[src/rtl/fc_pkg.sv]
// Shared Fibre Channel definitions: port states, primitive sequence classes,
// primitive ordered-set encodings and the ordered-set classifier.
package fc;

    typedef enum logic [3:0] {
        STATE_AC  = 4'd0,
        STATE_LR1 = 4'd1,
        STATE_LR2 = 4'd2,
        STATE_LR3 = 4'd3,
        STATE_OL1 = 4'd4,
        STATE_OL2 = 4'd5,
        STATE_OL3 = 4'd6,
        STATE_LF1 = 4'd7,
        STATE_LF2 = 4'd8
    } state_t;

    typedef enum logic [2:0] {
        SEQ_NONE = 3'd0,
        SEQ_IDLE = 3'd1,
        SEQ_LR   = 3'd2,
        SEQ_LRR  = 3'd3,
        SEQ_OLS  = 3'd4,
        SEQ_NOS  = 3'd5
    } seq_t;

    // Ordered sets: K28.5 followed by three data characters, byte 3 first.
    localparam logic [31:0] IDLE = 32'hBC95_B5B5;  // K28.5 D21.4 D21.5 D21.5
    localparam logic [31:0] LR   = 32'hBC49_BF49;  // K28.5 D9.2  D31.5 D9.2
    localparam logic [31:0] LRR  = 32'hBC35_BF49;  // K28.5 D21.1 D31.5 D9.2
    localparam logic [31:0] OLS  = 32'hBC35_8A55;  // K28.5 D21.1 D10.4 D21.2
    localparam logic [31:0] NOS  = 32'hBC55_BF45;  // K28.5 D21.2 D31.5 D5.2
    localparam logic [3:0]  OS_DATAK = 4'b1000;

    // Map one received word to its primitive sequence class.
    function automatic seq_t classify(input logic [31:0] data, input logic [3:0] datak);
        seq_t c;
        c = SEQ_NONE;
        if (datak == OS_DATAK) begin
            case (data)
                IDLE:    c = SEQ_IDLE;
                LR:      c = SEQ_LR;
                LRR:     c = SEQ_LRR;
                OLS:     c = SEQ_OLS;
                NOS:     c = SEQ_NOS;
                default: c = SEQ_NONE;
            endcase
        end else begin
            c = SEQ_NONE;
        end
        return c;
    endfunction

endpackage

[src/rtl/fc_seq_detect.sv]
// Primitive sequence recognizer: classifies each valid word and counts runs
// of identical ordered sets, emitting one registered event per run.
module fc_seq_detect
    import fc::*;
#(
    parameter int SEQ_COUNT = 3
) (
    input  logic        clk,
    input  logic        reset_n,
    input  logic [31:0] rx_data,
    input  logic [3:0]  rx_datak,
    input  logic        rx_valid,
    input  logic        rx_sync,
    output seq_t        evt,
    output logic        evt_valid
);

    localparam int CW = $clog2(SEQ_COUNT + 1);
    localparam logic [CW-1:0] RUN_MAX = CW'(SEQ_COUNT);

    seq_t          cls_s;
    seq_t          last_r;
    seq_t          evt_r;
    logic          evt_valid_r;
    logic          same_s;
    logic          fire_s;
    logic [CW-1:0] run_r;
    logic [CW-1:0] run_next_s;

    // Next run length and single-shot event decision for the current word.
    always_comb begin
        cls_s      = classify(rx_data, rx_datak);
        same_s     = (cls_s == last_r) && (run_r != {CW{1'b0}});
        run_next_s = {CW{1'b0}};
        if (cls_s == SEQ_NONE) begin
            run_next_s = {CW{1'b0}};
        end else if (same_s) begin
            run_next_s = (run_r == RUN_MAX) ? run_r : run_r + CW'(1);
        end else begin
            run_next_s = CW'(1);
        end
        // A saturated run that continues must not fire again.
        fire_s = (cls_s != SEQ_NONE) && (run_next_s == RUN_MAX) &&
                 !(same_s && (run_r == RUN_MAX));
    end

    // Run counter and event register; loss of sync discards any partial run.
    always_ff @(posedge clk or negedge reset_n) begin
        if (!reset_n) begin
            run_r       <= {CW{1'b0}};
            last_r      <= SEQ_NONE;
            evt_r       <= SEQ_NONE;
            evt_valid_r <= 1'b0;
        end else if (!rx_sync) begin
            run_r       <= {CW{1'b0}};
            last_r      <= SEQ_NONE;
            evt_r       <= SEQ_NONE;
            evt_valid_r <= 1'b0;
        end else if (rx_valid) begin
            run_r       <= run_next_s;
            last_r      <= cls_s;
            evt_r       <= fire_s ? cls_s : SEQ_NONE;
            evt_valid_r <= fire_s;
        end else begin
            evt_r       <= SEQ_NONE;
            evt_valid_r <= 1'b0;
        end
    end

    assign evt       = evt_r;
    assign evt_valid = evt_valid_r;

endmodule

[src/rtl/fc_state_rx.sv]
// Fibre Channel port state machine: link initialization, recovery, offline
// handling and R_T_TOV timeout, driven by recognized primitive sequences.
module fc_state_rx
    import fc::*;
#(
    parameter int TIMEOUT_CYCLES = 21250000,
    parameter int SEQ_COUNT      = 3
) (
    input  logic        clk,
    input  logic        reset_n,
    input  logic [31:0] rx_data,
    input  logic [3:0]  rx_datak,
    input  logic        rx_valid,
    input  logic        rx_sync,
    input  logic        link_reset_req,
    input  logic        offline_req,
    output state_t      state,
    output logic        state_changed,
    output logic        link_up
);

    localparam int TW = $clog2(TIMEOUT_CYCLES);
    localparam logic [TW-1:0] TMO_LAST = TW'(TIMEOUT_CYCLES - 1);

    seq_t          evt_s;
    logic          evt_valid_s;
    state_t        state_r;
    state_t        next_s;
    state_t        evt_next_s;
    logic          state_changed_r;
    logic          link_up_r;
    logic          timed_s;
    logic          tmo_s;
    logic [TW-1:0] tmo_cnt_r;
    logic [TW-1:0] tmo_next_s;

    fc_seq_detect #(
        .SEQ_COUNT (SEQ_COUNT)
    ) u_detect (
        .clk       (clk),
        .reset_n   (reset_n),
        .rx_data   (rx_data),
        .rx_datak  (rx_datak),
        .rx_valid  (rx_valid),
        .rx_sync   (rx_sync),
        .evt       (evt_s),
        .evt_valid (evt_valid_s)
    );

    // Destination state for a recognized sequence; unlisted pairs hold.
    function automatic state_t seq_next(input state_t cur, input seq_t ev);
        state_t n;
        n = cur;
        case (cur)
            STATE_AC: case (ev)
                SEQ_LR: n = STATE_LR2; SEQ_LRR: n = STATE_LR3;
                SEQ_OLS: n = STATE_OL2; SEQ_NOS: n = STATE_LF1;
                default: n = cur;
            endcase
            STATE_LR1: case (ev)
                SEQ_LR: n = STATE_LR2; SEQ_LRR: n = STATE_LR3;
                SEQ_NOS: n = STATE_LF1; SEQ_OLS: n = STATE_OL2;
                default: n = cur;
            endcase
            STATE_LR2: case (ev)
                SEQ_LRR: n = STATE_LR3; SEQ_IDLE: n = STATE_AC;
                SEQ_NOS: n = STATE_LF1; SEQ_OLS: n = STATE_OL2;
                default: n = cur;
            endcase
            STATE_LR3: case (ev)
                SEQ_IDLE: n = STATE_AC; SEQ_LR: n = STATE_LR2;
                SEQ_NOS: n = STATE_LF1; SEQ_OLS: n = STATE_OL2;
                default: n = cur;
            endcase
            STATE_OL1: case (ev)
                SEQ_OLS: n = STATE_OL2; SEQ_LR: n = STATE_LR2;
                SEQ_NOS: n = STATE_OL3;
                default: n = cur;
            endcase
            STATE_OL2: case (ev)
                SEQ_LR: n = STATE_LR2; SEQ_LRR: n = STATE_LR3;
                SEQ_NOS: n = STATE_LF1;
                default: n = cur;
            endcase
            STATE_OL3, STATE_LF1: case (ev)
                SEQ_OLS: n = STATE_OL2; SEQ_LR: n = STATE_LR2;
                default: n = cur;
            endcase
            STATE_LF2: case (ev)
                SEQ_NOS: n = STATE_LF1; SEQ_OLS: n = STATE_OL2;
                SEQ_LR: n = STATE_LR2;
                default: n = cur;
            endcase
            default: n = cur;
        endcase
        return n;
    endfunction

    // Prioritized next-state selection and timeout counter update.
    always_comb begin
        timed_s    = (state_r == STATE_LR1) || (state_r == STATE_LR2) ||
                     (state_r == STATE_LR3) || (state_r == STATE_OL2);
        tmo_s      = timed_s && (tmo_cnt_r == TMO_LAST);
        evt_next_s = seq_next(state_r, evt_s);
        next_s     = state_r;
        if (!rx_sync) begin
            next_s = STATE_LF2;
        end else if (offline_req && (state_r != STATE_LF2)) begin
            next_s = STATE_OL1;
        end else if (evt_valid_s && (evt_next_s != state_r)) begin
            next_s = evt_next_s;
        end else if (tmo_s) begin
            next_s = STATE_LF2;
        end else if (link_reset_req && (state_r == STATE_AC)) begin
            next_s = STATE_LR1;
        end else begin
            next_s = state_r;
        end

        if (next_s != state_r) begin
            tmo_next_s = {TW{1'b0}};
        end else if (timed_s) begin
            tmo_next_s = tmo_cnt_r + TW'(1);
        end else begin
            tmo_next_s = {TW{1'b0}};
        end
    end

    // State, timeout counter and registered status outputs.
    always_ff @(posedge clk or negedge reset_n) begin
        if (!reset_n) begin
            state_r         <= STATE_OL1;
            tmo_cnt_r       <= {TW{1'b0}};
            state_changed_r <= 1'b0;
            link_up_r       <= 1'b0;
        end else begin
            state_r         <= next_s;
            tmo_cnt_r       <= tmo_next_s;
            state_changed_r <= (next_s != state_r);
            link_up_r       <= (next_s == STATE_AC);
        end
    end

    assign state         = state_r;
    assign state_changed = state_changed_r;
    assign link_up       = link_up_r;

endmodule

[config.mk]
export PLATFORM = sky130hd
export DESIGN_NAME = fc_state_rx
export DESIGN_NICKNAME = d
export VERILOG_FILES = /design/src/rtl/fc_pkg.sv /design/src/rtl/fc_seq_detect.sv /design/src/rtl/fc_state_rx.sv
export SDC_FILE = /design/constraint.sdc
export NUM_CORES = 1
export LEC_CHECK = 0
export CAP_MARGIN = 20
export CORE_MARGIN = 8
export CORE_UTILIZATION = 55
export DETAILED_ROUTE_END_ITERATION = 10
export HOLD_SLACK_MARGIN = 0.06
export PLACE_DENSITY_LB_ADDON = 0.2
export SLEW_MARGIN = 5
export SYNTH_ARGS = -nofsm -noshare
export SYNTH_HDL_FRONTEND = slang
export SYNTH_SLANG_ARGS = --single-unit
[constraint.sdc]
create_clock -name clk -period 3.35 [get_ports clk]
set_clock_uncertainty 0.1 [all_clocks]
set_input_delay 0.5025 -clock clk [delete_from_list [all_inputs] [get_ports clk]]
set_output_delay 0.5025 -clock clk [all_outputs]
set_load 0.01 [all_outputs]
# After elaboration in Yosys (flattened, before gate mapping)
# Cells that the tools add are included.
[totals]
ff_bits = 40
input_bits = 42
output_inout_bits = 6
elab_cells = 85
[op_classes]
addsub = 2
n_eq_ne = 27
n_mux = 29
n_reduce_logical = 19
[ops]
columns = ["operator", "count"]
rows = [
  ["32-bit equality test, second input constant", 5],
  ["25-bit two-way mux", 2],
  ["4-bit case mux with 4 select lines", 3],
  ["4-bit case mux with 3 select lines", 3],
  ["4-bit case mux with 7 select lines", 1],
  ["25-bit by 1-bit adder with 25-bit output, second input constant", 1],
  ["25-bit equality test, second input constant", 1],
  ["4-bit two-way mux", 5],
  ["3-bit two-way mux", 6],
  ["4-bit by 3-bit equality test with 1-bit output, second input constant", 4],
  ["3-bit case mux with 5 select lines", 1],
  ["2-bit two-way mux", 5],
  ["4-bit by 2-bit equality test with 1-bit output, second input constant", 2],
  ["4-bit equality test, second input constant", 2],
  ["1-bit logical AND", 8],
  ["4-bit zero test", 2],
  ["4-bit != test", 2],
  ["4-bit case mux with 2 select lines", 1],
  ["3-bit by 2-bit equality test with 1-bit output, second input constant", 2],
  ["3-bit equality test, second input constant", 2],
  ["2-bit equality test, second input constant", 2],
  ["4-bit by 1-bit equality test with 1-bit output, second input constant", 1],
  ["4-bit != test, second input constant", 1],
  ["2-bit OR reduction", 2],
  ["other kinds (10)", 13],
]

# Longest topological paths before layout
[depth]
depth_word = 13
ltp_mapped = 12
depth_no_buf = 10

# By module
# From an unflattened synthesis, not the netlist that was laid out.
[hier_totals]
hier_cells = 352
hier_area_um2 = 3155.5
[modules_own_cells]
columns = ["module", "instances", "cells_each", "area_each_um2", "seq_area_each_um2"]
rows = [
  ["fc_state_rx", 1, 276, 2446.1, 777.0],
  ["fc_seq_detect", 1, 76, 709.4, 225.2],
]

# Worst setup path after synthesis
# OpenSTA, ideal clock, no wires.
[synth_path]
path_kind = "register to register"
startpoint = "register u_detect.evt_r[1] (netlist: u_detect.evt[1])"
endpoint = "register tmo_cnt_r[11]"
setup_ps = 96
arrival_time_ps = 2897
required_ps = 3154
slack_ps = 258
stages_incl_launch_ff = 13
n_path_buf = 2
synth_period_minus_slack_ps = 3092
path_cell_list = "dfrtp_1 -> buf_2 -> inv_1 -> ha_1 -> or4b_1 -> a31oi_1 -> a2bb2oi_2 -> a31oi_2 -> nor3_1 -> a21o_1 -> mux2_4 -> buf_6 -> nor4_2"
[synth_via]
elab_chain_len = 10
word_cells_on_any_way = 20
classes_between = "eq/ne: 7; mux: 12; reduce/logical: 1"
[synth_rtl]
columns = ["element", "line_no", "text"]
rows = [
  ["start, declared", "fc_seq_detect.sv:23", "seq_t evt_r;"],
  ["start signal, assigned", "fc_seq_detect.sv:62", "evt_r <= fire_s ? cls_s : SEQ_NONE;"],
  ["3-bit equality test, or another cell as far along", "--", ""],
  ["4-bit case mux with 4 select lines, or another cell as far along", "fc_state_rx.sv:70", "STATE_LR3: case (ev)"],
  ["4-bit case mux with 7 select lines (*)", "fc_state_rx.sv:54", "case (cur)"],
  ["4-bit != test", "fc_state_rx.sv:110", "end else if (evt_valid_s && (evt_next_s != state_r)) begin"],
  ["1-bit logical AND", "fc_state_rx.sv:110", ""],
  ["4-bit two-way mux (*)", "fc_state_rx.sv:110", ""],
  ["4-bit two-way mux (*)", "fc_state_rx.sv:108", "end else if (offline_req && (state_r != STATE_LF2)) begin"],
  ["4-bit two-way mux (*)", "fc_state_rx.sv:106", "if (!rx_sync) begin"],
  ["4-bit != test (*)", "fc_state_rx.sv:120", "if (next_s != state_r) begin"],
  ["25-bit two-way mux (*)", "fc_state_rx.sv:120", ""],
  ["via tmo_next_s[11]", "fc_state_rx.sv:35", "logic [TW-1:0] tmo_next_s;"],
  ["end signal, assigned", "fc_state_rx.sv:133", "tmo_cnt_r <= {TW{1'b0}};"],
  ["end signal, assigned", "fc_state_rx.sv:138", "tmo_cnt_r <= tmo_next_s;"],
  ["end, declared", "fc_state_rx.sv:34", "logic [TW-1:0] tmo_cnt_r;"],
]
# Mark *: on every way through the listed nets, which the timed path passes. The rest lies on a longest branch.
# A chain may end at the register's enable or synchronous reset.

# Worst setup path in the final report
[layout_path]
startpoint = "register state_r[1] (netlist: state[1])"
endpoint = "register tmo_cnt_r[14]"
[layout_via]
elab_chain_len = 11
word_cells_on_any_way = 36
classes_between = "eq/ne: 11; mux: 15; reduce/logical: 10"
[layout_rtl]
columns = ["element", "line_no", "text"]
rows = [
  ["start, declared", "fc_state_rx.sv:27", "state_t state_r;"],
  ["start signal, assigned", "fc_state_rx.sv:137", "state_r <= next_s;"],
  ["parallel branches: the longest is 10 deep, another holds 4-bit case mux with 7 select lines", "--", ""],
  ["25-bit two-way mux (*)", "fc_state_rx.sv:120", ""],
  ["via tmo_next_s[14]", "fc_state_rx.sv:35", ""],
]
# Mark *: on every way through the listed nets, which the timed path passes.

==> impl_metrics.yaml <==
finish:
  flow.area_growth_from_synthesis_pct: 24.82
  post_layout_nonfiller_instances: 518
  num_antenna_cells: 0
  post-route-util_pct: 70.34
  finalNetCount: 487
  drive_gt1_share_pct: 19.86
  final.fill_count: 455
status:
  run_status: "complete, no violations"
setup_path:
  r2r_start: "state[1]"
  critPathBufInv: 2
  crit_path_top_delay_cell: "sky130_fd_sc_hd__dfrtp_1"
  critical_path.most_common_cell: "sky130_fd_sc_hd__buf_4"
  timing.critical_path.required_ns: 3.43
  setup.worst_path.start_class: "register"
  path_class: "reg2reg"
  path_cells: "buf_4 > nor2_1 > or3_1 > buf_4 > or4_1 > a211oi_1 > mux2_4 > nor4_2"
  data_arrival_time_at_the_worst_slack_endpoint_ns: 3.30
  end_kind: "register"
  slowest_delay_ns: 0.68
  worstSetupStartpoint: "state[1]"
  critical-path-top-delay-family: "simple AND/OR/NAND/NOR gates"
  worst-path-max-fanout: 16
global_route:
  track_usage_pct: 19.75
  grt-ovfl-total: 0
  grt_antenna_before_repair: 0
  grt_max_degree: 41
  grt_first_pass_wirelength_um: 14400
  number_of_global_route_vias_before_repair: 3189
place:
  global_placement_routability_congestion: 0.9965
  dp_worst_setup_slack_ns: 0.1122
  place.port_buffers: 47
  post-place-cells: 505
  dpl.hpwl_um: 6394
sta:
  report.final.setup_viol: 0
  finalHoldViolCount: 0
  post-route-period-util_pct: 96.07
  period_minus_slack_ns: 3.218
  worst_slack_setup_final_ns: 0.1317
  timing.slew.headroom_pct: 42.18
  report.final.slew_viol_count: 0
  timing_worst_slew_pin_value_ns: 0.8673
  fmaxAchievable_mhz: 310.7
  accumulated_negative_setup_slack_ns: 0
  grt_setup_unrepaired: "false"
floorplan:
  initial_utilization_pct: 56.36
  die_area_um2: 8772
  fp.dieW_um: 93.66
  ports: 48
  core-area_um2: 5886
  die_height_um: 93.66
  core.rowCount: 28
synthesis:
  synthArstFlopShare_pct: 100.0
  synth-edff-count: 0
  yosys-top-cells-area: "sky130_fd_sc_hd__dfrtp_1 (29%), sky130_fd_sc_hd__nor4_2 (6.8%), sky130_fd_sc_hd__xnor2_1 (3.4%), sky130_fd_sc_hd__nor2_1 (3.4%), sky130_fd_sc_hd__xor2_1 (3.2%)"
  synth.yosys.seq_area_share_pct: 30.22
  dominantRegCellSynth: "sky130_fd_sc_hd__dfrtp_1"
  netlist.area_leader.share_pct: 29.42
  syn_inst: 374
  synth_cell_type_count: 76
  synthesis.area_um2: 3317
  yosys.area.top_type: "sky130_fd_sc_hd__dfrtp_1"
  syn-num-nets: 419
  synth_area_per_cell_um2: 8.869
  ys_ff_latch: 40
  yosys_warnings: 0
clock_network:
  cts_made_buffers: 5
  total_number_of_h_tree_levels: 2
  clock_sinks: 40
  clock_latency_of_the_later_clocked_register_in_the_worst_skew_pair_ns: 0.30
  cts-root-buf: "sky130_fd_sc_hd__clkbuf_8"
  tritoncts: "built"
  clk_transition_reported_paths_ns: 0.08
  cts-hold-fix-buffers: 0
  max-clock-path-buffers: 2
power:
  leakage_nw: 1.564
  vdd_drop_max_mv: 0.2951
  power.clock.fraction_pct: 21.8
  powerDensity_nw_per_um2: 356.5
  seqPwrFrac_pct: 35.3
  comb_power_share_pct: 42.9
  sw_frac_of_total_pct: 35.48
  power_switching_w: 0.0005237
  design_power_total_w: 0.001476
  internal_power_w: 0.0009524
detailed_routing:
  detail-route-antenna-nets: 0
  num_vias: 3275
  dr.first_iter.drc_count: 214
  route.final.wire_length_um: 8908
  vias_per_cell: 6.322
  first_pass_iters: 6
  detail_route.wl_per_cell_um: 17.20
  drc: 0
min_path:
  worstHoldPathType: "in2async"
run:
  max_cap_violations: 0
## flip-flops by register name, indices dropped and copies added, names as in the netlist
name / flops
link_up: 1
state: 4
state_changed: 1
tmo_cnt_r: 25
u_detect.evt: 3
u_detect.evt_valid: 1
u_detect.last_r: 3
u_detect.run_r: 2
## cell type report
cell class                      instances  area [um^2]  share of cell area (%)
Timing Repair Buffer                   80        738.2                   17.83
Clock buffer                            6        72.57                   1.753
Sequential cell                        40         1003                   24.24
Clock inverter                          2        12.51                  0.3022
Multi-Input combinational cell        301         2167                   52.34
Inverter                               14        52.55                   1.269
Tap cell                               75        93.84                   2.267
## cell usage in the layout (no fill, tap or decap), types with 3 or more instances in the layout
master | synthesis | final
sky130_fd_sc_hd__clkdlybuf4s50_1 | 0 | 46
sky130_fd_sc_hd__dfrtp_1 | 39 | 38
sky130_fd_sc_hd__buf_4 | 0 | 31
sky130_fd_sc_hd__nor2_1 | 30 | 30
sky130_fd_sc_hd__nand2_1 | 25 | 25
sky130_fd_sc_hd__nand3_1 | 19 | 19
sky130_fd_sc_hd__nor4_2 | 18 | 19
sky130_fd_sc_hd__xnor2_1 | 13 | 13
sky130_fd_sc_hd__o21ai_0 | 13 | 13
sky130_fd_sc_hd__nand4_1 | 12 | 12
sky130_fd_sc_hd__inv_1 | 12 | 12
sky130_fd_sc_hd__xor2_1 | 12 | 12
sky130_fd_sc_hd__a21oi_1 | 11 | 11
sky130_fd_sc_hd__nor3_1 | 11 | 10
sky130_fd_sc_hd__nor4_1 | 10 | 9
sky130_fd_sc_hd__and3_1 | 8 | 8
sky130_fd_sc_hd__or3_1 | 7 | 7
sky130_fd_sc_hd__nor4b_1 | 5 | 5
sky130_fd_sc_hd__nor2b_1 | 5 | 5
sky130_fd_sc_hd__a31oi_1 | 5 | 5
sky130_fd_sc_hd__and2_1 | 5 | 5
sky130_fd_sc_hd__clkbuf_8 | 0 | 5
sky130_fd_sc_hd__nand2b_1 | 4 | 4
sky130_fd_sc_hd__or4_1 | 4 | 4
sky130_fd_sc_hd__a21o_1 | 5 | 4
sky130_fd_sc_hd__o22ai_1 | 4 | 4
sky130_fd_sc_hd__mux2i_1 | 4 | 4
sky130_fd_sc_hd__or2_2 | 3 | 3
sky130_fd_sc_hd__nand4b_1 | 3 | 3
sky130_fd_sc_hd__nor3b_1 | 3 | 3
sky130_fd_sc_hd__a21boi_0 | 3 | 3
sky130_fd_sc_hd__nand3b_1 | 3 | 3
sky130_fd_sc_hd__and4_1 | 3 | 3
sky130_fd_sc_hd__nor3_2 | 2 | 3
sky130_fd_sc_hd__ha_1 | 3 | 3
## worst reg2reg max path, stage by stage (launching register included)
cell	delay (ns)
sky130_fd_sc_hd__dfrtp_1	0.68
sky130_fd_sc_hd__buf_4	0.24
sky130_fd_sc_hd__nor2_1	0.05
sky130_fd_sc_hd__or3_1	0.38
sky130_fd_sc_hd__buf_4	0.20
sky130_fd_sc_hd__or4_1	0.54
sky130_fd_sc_hd__a211oi_1	0.42
sky130_fd_sc_hd__mux2_4	0.41
sky130_fd_sc_hd__nor4_2	0.09
## stage by stage
| stage | hold slack (ns) | cell area (um^2) |
|---|---|---|
| final | 0.2089 | 4140 |
| after global routing | 0.2811 | 4140 |
| after CTS | 0.2487 | 4069 |
| after detailed placement | 0.3719 | 3984 |
| after global placement | 0.3650 | 3984 |
| after floorplan | 0.1069 | 3317 |
## power groups by stage
stage	combinational, W	clock [W]	sequential, W
floorplan	0.000335	0	0.000529
global placement	0.000555	0	0.000530
detailed placement	0.000563	0	0.000530
CTS	0.000565	0.000324	0.000521
global route	0.000679	0.000346	0.000523
finish	0.000633	0.000321	0.000522
## cells in the mapped netlist, types with 3 or more instances
| cell | number |
|---|---|
| sky130_fd_sc_hd__a21boi_0 | 3 |
| sky130_fd_sc_hd__a21o_1 | 5 |
| sky130_fd_sc_hd__a21oi_1 | 11 |
| sky130_fd_sc_hd__a31oi_1 | 5 |
| sky130_fd_sc_hd__and2_1 | 5 |
| sky130_fd_sc_hd__and3_1 | 8 |
| sky130_fd_sc_hd__and4_1 | 3 |
| sky130_fd_sc_hd__buf_6 | 6 |
| sky130_fd_sc_hd__clkbuf_1 | 12 |
| sky130_fd_sc_hd__dfrtp_1 | 39 |
| sky130_fd_sc_hd__ha_1 | 3 |
| sky130_fd_sc_hd__inv_1 | 12 |
| sky130_fd_sc_hd__mux2i_1 | 4 |
| sky130_fd_sc_hd__nand2_1 | 25 |
| sky130_fd_sc_hd__nand2b_1 | 4 |
| sky130_fd_sc_hd__nand3_1 | 19 |
| sky130_fd_sc_hd__nand3b_1 | 3 |
| sky130_fd_sc_hd__nand4_1 | 12 |
| sky130_fd_sc_hd__nand4b_1 | 3 |
| sky130_fd_sc_hd__nor2_1 | 30 |
| sky130_fd_sc_hd__nor2b_1 | 5 |
| sky130_fd_sc_hd__nor3_1 | 11 |
| sky130_fd_sc_hd__nor3b_1 | 3 |
| sky130_fd_sc_hd__nor4_1 | 10 |
| sky130_fd_sc_hd__nor4_2 | 18 |
| sky130_fd_sc_hd__nor4b_1 | 5 |
| sky130_fd_sc_hd__o21ai_0 | 13 |
| sky130_fd_sc_hd__o22ai_1 | 4 |
| sky130_fd_sc_hd__or2_2 | 3 |
| sky130_fd_sc_hd__or3_1 | 7 |
| sky130_fd_sc_hd__or4_1 | 4 |
| sky130_fd_sc_hd__xnor2_1 | 13 |
| sky130_fd_sc_hd__xor2_1 | 12 |
## cell families (layout without fill, tap and decap cells)
kind of cell	count (synthesis)	in the layout	share of synthesized area, %
AND/OR/NAND/NOR	195	195	38.25
AO/OA/AOI/OAI	70	70	16.18
adder cells (fa/ha/maj)	3	3	1.132
XOR/XNOR	25	25	6.601
multiplexers	7	8	2.339
buffers and inverters	34	102	5.281
flip-flops	40	40	30.22
## repair_timing
item,4_1_cts,5_1_grt
endpoints found under the setup margin,0,26
gates resized for setup,0,5
buffers inserted,0,4
endpoints found under the hold margin,0,0
## final timing paths
| kind | endpoint | slack (ns) | depth (start not counted) |
|---|---|---|---|
| max | tmo_cnt_r[14] | 0.13 | 8 |
| min | tmo_cnt_r[19] | 0.21 | 1 |
| max reg2reg | tmo_cnt_r[14] | 0.13 | 8 |
| min reg2reg | tmo_cnt_r[0] | 0.39 | 1 |
| max in group asynchronous | u_detect.evt[2] | 2.33 | 1 |
| min in group clk | tmo_cnt_r[0] | 0.39 | 1 |
## layer usage
metal	global-route usage, %	routed length (um)
met1	24.25	3686
met3	4.476	546
met2	34.08	4504
met5	0	0
met4	4.888	170
Power figures use the tool's default switching activity.
